**src/rtl/ooo_pkg.sv**
```systemverilog
// Shared OoO front-end definitions: opcode map, dispatch classes and dispatch FSM states.
// Register-register ALU forms occupy 0x01-0x08; immediate forms 0x09-0x0F.
package ooo_pkg;

    localparam int unsigned INST_W  = 32;
    localparam int unsigned OPC_W   = 6;

    typedef logic [OPC_W-1:0] opcode_t;

    localparam opcode_t OP_NOP    = 6'h00;
    localparam opcode_t OP_ADD    = 6'h01;
    localparam opcode_t OP_SUB    = 6'h02;
    localparam opcode_t OP_SLL    = 6'h03;
    localparam opcode_t OP_SRA    = 6'h04;
    localparam opcode_t OP_SRL    = 6'h05;
    localparam opcode_t OP_AND    = 6'h06;
    localparam opcode_t OP_OR     = 6'h07;
    localparam opcode_t OP_XOR    = 6'h08;
    localparam opcode_t OP_ADDI   = 6'h09;
    localparam opcode_t OP_SUBI   = 6'h0A;
    localparam opcode_t OP_SLLI   = 6'h0B;
    localparam opcode_t OP_SRAI   = 6'h0C;
    localparam opcode_t OP_SRLI   = 6'h0D;
    localparam opcode_t OP_ANDI   = 6'h0E;
    localparam opcode_t OP_XORI   = 6'h0F;
    localparam opcode_t OP_LW     = 6'h11;
    localparam opcode_t OP_SW     = 6'h12;
    localparam opcode_t OP_BR     = 6'h13;
    localparam opcode_t OP_BEQ    = 6'h14;
    localparam opcode_t OP_BNE    = 6'h15;
    localparam opcode_t OP_BLT    = 6'h16;
    localparam opcode_t OP_BGE    = 6'h17;
    localparam opcode_t OP_BLTU   = 6'h18;
    localparam opcode_t OP_BGEU   = 6'h19;
    localparam opcode_t OP_J      = 6'h1A;
    localparam opcode_t OP_JAL    = 6'h1B;
    localparam opcode_t OP_JALR   = 6'h1C;
    localparam opcode_t OP_RET    = 6'h1D;
    localparam opcode_t OP_STRCNT = 6'h20;
    localparam opcode_t OP_STPCNT = 6'h21;
    localparam opcode_t OP_LDCC   = 6'h22;
    localparam opcode_t OP_LDIC   = 6'h23;
    localparam opcode_t OP_TX     = 6'h30;
    localparam opcode_t OP_HALT   = 6'h31;

    typedef enum logic [1:0] {CLS_ALU, CLS_LSQ, CLS_BR, CLS_DROP} cls_e;

    typedef enum logic {ST_RUN, ST_HALTED} state_e;

    function automatic opcode_t opcode_of(input logic [INST_W-1:0] inst);
        return inst[INST_W-1 -: OPC_W];
    endfunction

endpackage

```
**src/rtl/dispatch_ctrl_if.sv**
```systemverilog
// Decode -> dispatch -> issue-queue handshake bundle for dispatch_ctrl.
// slave: the dispatch controller; master: the surrounding pipeline (decode, queues, ROB).
interface dispatch_ctrl_if #(
    parameter int unsigned TAG_W = 4
);
    logic              inst_valid;
    logic [31:0]       inst;
    logic              inst_ready;
    logic              alu_rs_full;
    logic              lsq_full;
    logic              br_rs_full;
    logic              alu_disp;
    logic              lsq_disp;
    logic              br_disp;
    logic [31:0]       disp_inst;
    logic [TAG_W-1:0]  disp_tag;
    logic              disp_wr_rd;
    logic              disp_reg_dest;
    logic              disp_mem_wen;
    logic              commit_valid;
    logic              flush;
    logic              halted;
    logic [TAG_W:0]    rob_count;

    modport slave (
        input  inst_valid, inst, alu_rs_full, lsq_full, br_rs_full, commit_valid, flush,
        output inst_ready, alu_disp, lsq_disp, br_disp, disp_inst, disp_tag,
               disp_wr_rd, disp_reg_dest, disp_mem_wen, halted, rob_count
    );

    modport master (
        output inst_valid, inst, alu_rs_full, lsq_full, br_rs_full, commit_valid, flush,
        input  inst_ready, alu_disp, lsq_disp, br_disp, disp_inst, disp_tag,
               disp_wr_rd, disp_reg_dest, disp_mem_wen, halted, rob_count
    );
endinterface

```
**src/rtl/dispatch_classify.sv**
```systemverilog
// Combinational opcode decoder: dispatch class plus destination/store flags and HALT detect.
module dispatch_classify
    import ooo_pkg::*;
(
    input  opcode_t opcode,
    output cls_e    cls_c,
    output logic    wr_rd_c,
    output logic    reg_dest_c,
    output logic    mem_wen_c,
    output logic    is_halt_c
);

    always_comb begin
        cls_c      = CLS_DROP;
        wr_rd_c    = 1'b0;
        reg_dest_c = 1'b0;
        mem_wen_c  = 1'b0;
        is_halt_c  = 1'b0;
        case (opcode) inside
            [OP_ADD:OP_XOR]: begin
                cls_c      = CLS_ALU;
                wr_rd_c    = 1'b1;
                reg_dest_c = 1'b1;
            end
            [OP_ADDI:OP_XORI], OP_LDCC, OP_LDIC: begin
                cls_c      = CLS_ALU;
                reg_dest_c = 1'b1;
            end
            // Counter start/stop run on the ALU but write no register
            OP_STRCNT, OP_STPCNT: cls_c = CLS_ALU;
            OP_LW: begin
                cls_c      = CLS_LSQ;
                reg_dest_c = 1'b1;
            end
            OP_SW: begin
                cls_c     = CLS_LSQ;
                mem_wen_c = 1'b1;
            end
            OP_JAL, OP_JALR: begin
                cls_c      = CLS_BR;
                reg_dest_c = 1'b1;
            end
            [OP_BR:OP_J], OP_RET: cls_c = CLS_BR;
            OP_HALT: begin
                cls_c     = CLS_BR;
                is_halt_c = 1'b1;
            end
            default: ;
        endcase
    end

endmodule

```
**src/rtl/dispatch_ctrl.sv**
```systemverilog
// Single-entry dispatch buffer between decode and the issue queues with ROB tag allocation.
// Optional DISPATCH_PERF_CNT_EN adds a saturating stall_cycles counter port.
module dispatch_ctrl
    import ooo_pkg::*;
#(
    parameter int unsigned ROB_DEPTH = 16,
    parameter int unsigned TAG_W     = 4
) (
    input  logic              clk,
    input  logic              rst_n,
    dispatch_ctrl_if.slave    bus
`ifdef DISPATCH_PERF_CNT_EN
    ,
    output logic [31:0]       stall_cycles
`endif
);

    localparam int unsigned CNT_W = TAG_W + 1;

    state_e             state_q, state_d;
    logic               buf_valid_q, buf_valid_d;
    logic [INST_W-1:0]  buf_inst_q, buf_inst_d;
    logic [TAG_W-1:0]   tail_q, tail_d;
    logic [CNT_W-1:0]   rob_count_q, rob_count_d;

    cls_e               cls;
    logic               wr_rd, reg_dest, mem_wen, is_halt;
    logic               tgt_full, rob_room, disp_ok, leaving, ready, commit_ok;

    dispatch_classify u_classify (
        .opcode     (opcode_of(buf_inst_q)),
        .cls_c      (cls),
        .wr_rd_c    (wr_rd),
        .reg_dest_c (reg_dest),
        .mem_wen_c  (mem_wen),
        .is_halt_c  (is_halt)
    );

    // Dispatch/accept decision for the current buffer entry
    always_comb begin
        tgt_full = 1'b1;
        unique case (cls)
            CLS_ALU: tgt_full = bus.alu_rs_full;
            CLS_LSQ: tgt_full = bus.lsq_full;
            CLS_BR:  tgt_full = bus.br_rs_full;
            default: tgt_full = 1'b1;
        endcase
        rob_room  = rob_count_q < CNT_W'(ROB_DEPTH);
        disp_ok   = buf_valid_q && (cls != CLS_DROP) && !tgt_full && rob_room && !bus.flush;
        leaving   = buf_valid_q && ((cls == CLS_DROP) || disp_ok);
        // Nothing is accepted behind a HALT that is leaving this cycle
        ready     = (state_q == ST_RUN) && (!buf_valid_q || leaving) && !bus.flush
                    && !(disp_ok && is_halt);
        commit_ok = bus.commit_valid && (rob_count_q != '0);
    end

    // Next-state: flush dominates dispatch, accept and commit
    always_comb begin
        state_d     = state_q;
        buf_valid_d = buf_valid_q;
        buf_inst_d  = buf_inst_q;
        tail_d      = tail_q;
        rob_count_d = rob_count_q;
        if (bus.flush) begin
            state_d     = ST_RUN;
            buf_valid_d = 1'b0;
            rob_count_d = '0;
        end else begin
            if (disp_ok) begin
                tail_d = tail_q + TAG_W'(1);
                if (is_halt) begin
                    state_d = ST_HALTED;
                end
            end
            if (leaving) begin
                buf_valid_d = 1'b0;
            end
            if (bus.inst_valid && ready) begin
                buf_valid_d = 1'b1;
                buf_inst_d  = bus.inst;
            end
            unique case ({disp_ok, commit_ok})
                2'b10:   rob_count_d = rob_count_q + CNT_W'(1);
                2'b01:   rob_count_d = rob_count_q - CNT_W'(1);
                default: rob_count_d = rob_count_q;
            endcase
        end
    end

    always_ff @(posedge clk or negedge rst_n) begin
        if (!rst_n) begin
            state_q     <= ST_RUN;
            buf_valid_q <= 1'b0;
            buf_inst_q  <= '0;
            tail_q      <= '0;
            rob_count_q <= '0;
        end else begin
            state_q     <= state_d;
            buf_valid_q <= buf_valid_d;
            buf_inst_q  <= buf_inst_d;
            tail_q      <= tail_d;
            rob_count_q <= rob_count_d;
        end
    end

    assign bus.inst_ready    = ready;
    assign bus.alu_disp      = disp_ok && (cls == CLS_ALU);
    assign bus.lsq_disp      = disp_ok && (cls == CLS_LSQ);
    assign bus.br_disp       = disp_ok && (cls == CLS_BR);
    assign bus.disp_inst     = buf_inst_q;
    assign bus.disp_tag      = tail_q;
    assign bus.disp_wr_rd    = wr_rd;
    assign bus.disp_reg_dest = reg_dest;
    assign bus.disp_mem_wen  = mem_wen;
    assign bus.halted        = (state_q == ST_HALTED);
    assign bus.rob_count     = rob_count_q;

`ifdef DISPATCH_PERF_CNT_EN
    logic stall_now;
    assign stall_now = buf_valid_q && (cls != CLS_DROP) && !disp_ok;

    // Saturating count of cycles a real instruction sat in the buffer undispatched
    always_ff @(posedge clk or negedge rst_n) begin
        if (!rst_n) begin
            stall_cycles <= '0;
        end else if (stall_now && (stall_cycles != '1)) begin
            stall_cycles <= stall_cycles + 32'd1;
        end
    end
`endif

endmodule

```
**src/flat_wrapper.sv**
```systemverilog
// flat-port wrapper written by rule: the top's interface ports become plain ports
module dispatch_ctrl_flat import ooo_pkg::*;
#(
    parameter int unsigned ROB_DEPTH = 16,
    parameter int unsigned TAG_W     = 4
)
  (clk, rst_n, bus_inst_valid, bus_inst, bus_alu_rs_full, bus_lsq_full, bus_br_rs_full, bus_commit_valid, bus_flush, bus_inst_ready, bus_alu_disp, bus_lsq_disp, bus_br_disp, bus_disp_inst, bus_disp_tag, bus_disp_wr_rd, bus_disp_reg_dest, bus_disp_mem_wen, bus_halted, bus_rob_count);
  dispatch_ctrl_if #(.TAG_W(TAG_W)) bus_i ();
  input  logic clk;
  input  logic rst_n;
  input wire logic [$bits(bus_i.inst_valid)-1:0] bus_inst_valid;
  input wire logic [$bits(bus_i.inst)-1:0] bus_inst;
  input wire logic [$bits(bus_i.alu_rs_full)-1:0] bus_alu_rs_full;
  input wire logic [$bits(bus_i.lsq_full)-1:0] bus_lsq_full;
  input wire logic [$bits(bus_i.br_rs_full)-1:0] bus_br_rs_full;
  input wire logic [$bits(bus_i.commit_valid)-1:0] bus_commit_valid;
  input wire logic [$bits(bus_i.flush)-1:0] bus_flush;
  output wire logic [$bits(bus_i.inst_ready)-1:0] bus_inst_ready;
  output wire logic [$bits(bus_i.alu_disp)-1:0] bus_alu_disp;
  output wire logic [$bits(bus_i.lsq_disp)-1:0] bus_lsq_disp;
  output wire logic [$bits(bus_i.br_disp)-1:0] bus_br_disp;
  output wire logic [$bits(bus_i.disp_inst)-1:0] bus_disp_inst;
  output wire logic [$bits(bus_i.disp_tag)-1:0] bus_disp_tag;
  output wire logic [$bits(bus_i.disp_wr_rd)-1:0] bus_disp_wr_rd;
  output wire logic [$bits(bus_i.disp_reg_dest)-1:0] bus_disp_reg_dest;
  output wire logic [$bits(bus_i.disp_mem_wen)-1:0] bus_disp_mem_wen;
  output wire logic [$bits(bus_i.halted)-1:0] bus_halted;
  output wire logic [$bits(bus_i.rob_count)-1:0] bus_rob_count;
  assign bus_i.inst_valid = bus_inst_valid;
  assign bus_i.inst = bus_inst;
  assign bus_i.alu_rs_full = bus_alu_rs_full;
  assign bus_i.lsq_full = bus_lsq_full;
  assign bus_i.br_rs_full = bus_br_rs_full;
  assign bus_i.commit_valid = bus_commit_valid;
  assign bus_i.flush = bus_flush;
  assign bus_inst_ready = bus_i.inst_ready;
  assign bus_alu_disp = bus_i.alu_disp;
  assign bus_lsq_disp = bus_i.lsq_disp;
  assign bus_br_disp = bus_i.br_disp;
  assign bus_disp_inst = bus_i.disp_inst;
  assign bus_disp_tag = bus_i.disp_tag;
  assign bus_disp_wr_rd = bus_i.disp_wr_rd;
  assign bus_disp_reg_dest = bus_i.disp_reg_dest;
  assign bus_disp_mem_wen = bus_i.disp_mem_wen;
  assign bus_halted = bus_i.halted;
  assign bus_rob_count = bus_i.rob_count;
  dispatch_ctrl #(.ROB_DEPTH(ROB_DEPTH), .TAG_W(TAG_W)) u_core (.clk(clk), .rst_n(rst_n), .bus(bus_i));
endmodule
```
**config.mk**
```make
export PLATFORM = sky130hd
export DESIGN_NAME = dispatch_ctrl_flat
export DESIGN_NICKNAME = d
export VERILOG_FILES = /design/src/rtl/ooo_pkg.sv /design/src/rtl/dispatch_ctrl_if.sv /design/src/rtl/dispatch_classify.sv /design/src/rtl/dispatch_ctrl.sv /design/src/flat_wrapper.sv
export SDC_FILE = /design/constraint.sdc
export NUM_CORES = 1
export LEC_CHECK = 0
export CAP_MARGIN = 10
export CORE_MARGIN = 3
export CORE_UTILIZATION = 39
export DETAILED_ROUTE_END_ITERATION = 6
export PLACE_DENSITY = 0.76
export SLEW_MARGIN = 40
export SYNTH_ARGS = -nofsm -noshare
export SYNTH_HDL_FRONTEND = slang
export SYNTH_HIERARCHICAL = 1
export SYNTH_SLANG_ARGS = --single-unit
```
**constraint.sdc**
```tcl
create_clock -name clk -period 3.9 [get_ports clk]
set_clock_uncertainty 0.2 [all_clocks]
set_input_delay 0.78 -clock clk [delete_from_list [all_inputs] [get_ports clk]]
set_output_delay 0.78 -clock clk [all_outputs]
set_load 0.01 [all_outputs]
```
==> flow_summary.yaml <==
synthesis:
  synth_cells: 176
  synth_common_cells: "dfrtp_1 (43), mux2_4 (29), nand2_1 (11), nor2_1 (11)"
  ys_top_cells_by_area: "dfrtp_1 (48%), mux2_4 (19%), xnor2_1 (2.3%), ha_1 (2.2%), buf_6 (2.0%)"
  synth_seq_cells: 43
  yosysSeqAreaShare_pct: 47.7
  synth_fp_nets: 221
  synth_top_area_share_pct: 47.7
  ys_warn_count: 6
  async_reset_ff_share_pct: 100
  post-synth-top-area-cell: "dfrtp_1"
  syn_area_um2: 2260
  syn-mean-instance-area_um2: 12.8
  synth-edff-count: 0
  yosysUniqueCellTypes: 49
  synth.most_common_cell: "dfrtp_1"
  synthFlopType: "dfrtp_1"
grt:
  grt-ovfl-total: 0
  grt_pass1_vias: 1679
  antenna_found_initial: 0
  grt_pass1_wl_um: 7990
  grt_max_degree: 44
  grt_usage_pct: 15.5
pwr:
  p_sw_share_pct: 34.2
  ir_drop_uv: 244
  p_per_area_nw_per_um2: 606
  p_leak_nw: 1.52
  sequentialPowerShare_pct: 33.2
  comb_power_share_pct: 53.6
  p_clk_share_pct: 13.2
  switchingPower_w: 0.000707
  power.internal_w: 0.00136
routing:
  wl_per_cell_um: 14.4
  postRouteAntennaNets: 0
  vias_per_cell: 4.91
  first_pass_iters: 4
  vias: 1722
  drt-total-wl_um: 5070
  drt_iter0_markers: 91
  drc_errors: 0
clocking:
  clock_latency_ns: 0.29
  cts_root_buf: "clkbuf_8"
  numCtsBuffers: 5
  cts_tree: "yes"
  clkSlewWorstSetupHoldPaths_ns: 0.08
  htreeDepth: 2
  cts.sinks: 43
  cts_buffer_depth: 2
floorplanning:
  rows: 27
  pin_count: 89
  start_util_pct: 40.7
  die_h_um: 82.1
  design.core.area_um2: 5540
  die_area_um2: 6730
  die_x_um: 82.1
final_layout:
  fill_cells: 475
  finish.instance_area_um2: 3410
  drive_gt1_share_pct: 26.5
  fin_util_pct: 61.5
  register_area_um2: 1080
  areaGrowthSynthToFinish_pct: 51.1
  n_antenna_cell: 0
  nets: 323
  multi_input_area_um2: 1120
sta:
  post-route-period-util_pct: 96.5
  slew_violations: 0
  worst_slack_ns: 0.137
  min_period_ns: 3.76
  tightest_slew_ns: 0.549
  hold-worst-slack_ns: 0.262
  hold_violations: 0
  setup_violations: 0
  clock.fmax_mhz: 266
  slew_headroom_pct: 63.4
placement:
  gp_congestion: 0.772
  pre_cts_slack_ns: 0.0314
  dpl-instance-area_um2: 3270
  numPortBuffers: 88
  dp_hpwl_um: 3680
job:
  cap_violations: 0
critical_path:
  critPathLaunchType: "flip-flop"
  critPathKind: "reg -> reg"
  crit_fanout: 6
  cp.arrival_ns: 3.74
  cp-end-kind: "flip-flop"
  required_ns: 3.88
min_path:
  hp-class: "in -> async"
run_status:
  status: "finished clean"
==> power by group through the flow <==
stage          Sequential, W  Clock (W)  Combinational, W
2_1_floorplan       0.000733          0          0.000561
3_3_place_gp        0.000683          0           0.00105
3_5_place_dp        0.000686          0           0.00107
4_1_cts             0.000684   0.000284           0.00109
5_1_grt             0.000704   0.000304           0.00120
6_report            0.000685   0.000273           0.00111
==> kinds of logic after synthesis <==
kind of cell / after synthesis / share of synthesized area, %
AND/OR/NAND/NOR: 43 / 10.6
AO/OA/AOI/OAI: 24 / 7.65
flip-flops: 43 / 47.7
XOR/XNOR: 8 / 3.44
adder cells (fa/ha/maj): 5 / 3.11
buffers and inverters: 16 / 4.44
multiplexers: 37 / 23.1
==> cell type report <==
type	count	share of cell area (%)
Clock buffer	7	2.24
Clock inverter	1	0.147
Inverter	6	0.661
Multi-Input combinational cell	117	32.9
Sequential cell	43	31.7
Tap cell	72	2.64
Timing Repair Buffer	105	29.8
==> cells in the final DEF (no fill, tap or decap), types with 3 or more instances in the layout <==
cell type / count
clkdlybuf4s50_1: 84
dfrtp_1: 40
mux2_4: 29
buf_4: 17
nand2_1: 11
nor2_1: 10
inv_1: 6
xnor2_1: 6
clkbuf_8: 5
nor3_1: 4
mux2_2: 4
ha_1: 4
dlygate4sd2_1: 3
a21oi_1: 3
mux2i_1: 3
dfrtp_2: 3
==> routing by layer <==
| metal | routed length, um | GRT usage (%) | up-vias |
|---|---|---|---|
| li1 | - | - | 826 |
| met3 | 366 | 4.61 | 5 |
| met2 | 2480 | 25.6 | 60 |
| met5 | 0 | 0 | - |
| met4 | 44 | 3.99 | 0 |
| met1 | 2180 | 19.9 | 831 |
==> worst max-delay path, cell delays in order (launching register included) <==
cell and delay [ns]:
dfrtp_2 0.46, nor2_4 0.14, a22oi_1 0.13, o221ai_4 0.22, mux2i_2 0.28, o211ai_1 0.14, or3_4 0.40, nand2b_1 0.11
inv_1 0.08, ha_1 0.32, nor2b_1 0.15, o21a_1 0.17, or3_1 0.33, mux2i_1 0.17, mux2_2 0.35
==> registers in the layout (all words and copies together), names as in the netlist <==
register and cells:
u_core/buf_valid_q 1, u_core/bus.disp_inst 32, u_core/bus.disp_tag 4, u_core/bus.halted 1, u_core/bus.rob_count 5
==> final timing paths <==
path | from | endpoint | slack [ns] | cells after the start
max in group asynchronous | rst_n | u_core/bus.disp_inst[27] | 2.84 | 1
max | u_core/bus.disp_inst[26] | u_core/bus.rob_count[4] | 0.14 | 14
max reg2reg | u_core/bus.disp_inst[26] | u_core/bus.rob_count[4] | 0.14 | 14
min in group clk | u_core/bus.disp_tag[3] | u_core/bus.disp_tag[3] | 0.28 | 1
min reg2reg | u_core/bus.disp_tag[3] | u_core/bus.disp_tag[3] | 0.28 | 1
min | rst_n | u_core/bus.disp_inst[25] | 0.26 | 1
==> what timing repair did <==
| action | CTS | global route |
|---|---|---|
| pin swaps | 1 | 2 |
| setup endpoints to repair | 3 | 2 |
| hold buffers | 0 | 0 |
| gates resized for setup | 8 | 4 |
| buffers inserted | 2 | 2 |
==> through the flow <==
stage	TNS (ns)	instances	total power, W
finish	0	351	0.00207
global route	-0.0262	351	0.00221
global placement	0	339	0.00173
floorplan	0	176	0.00129
detailed placement	0	339	0.00175
CTS	0	349	0.00206
(Power assumes the default switching activity.)
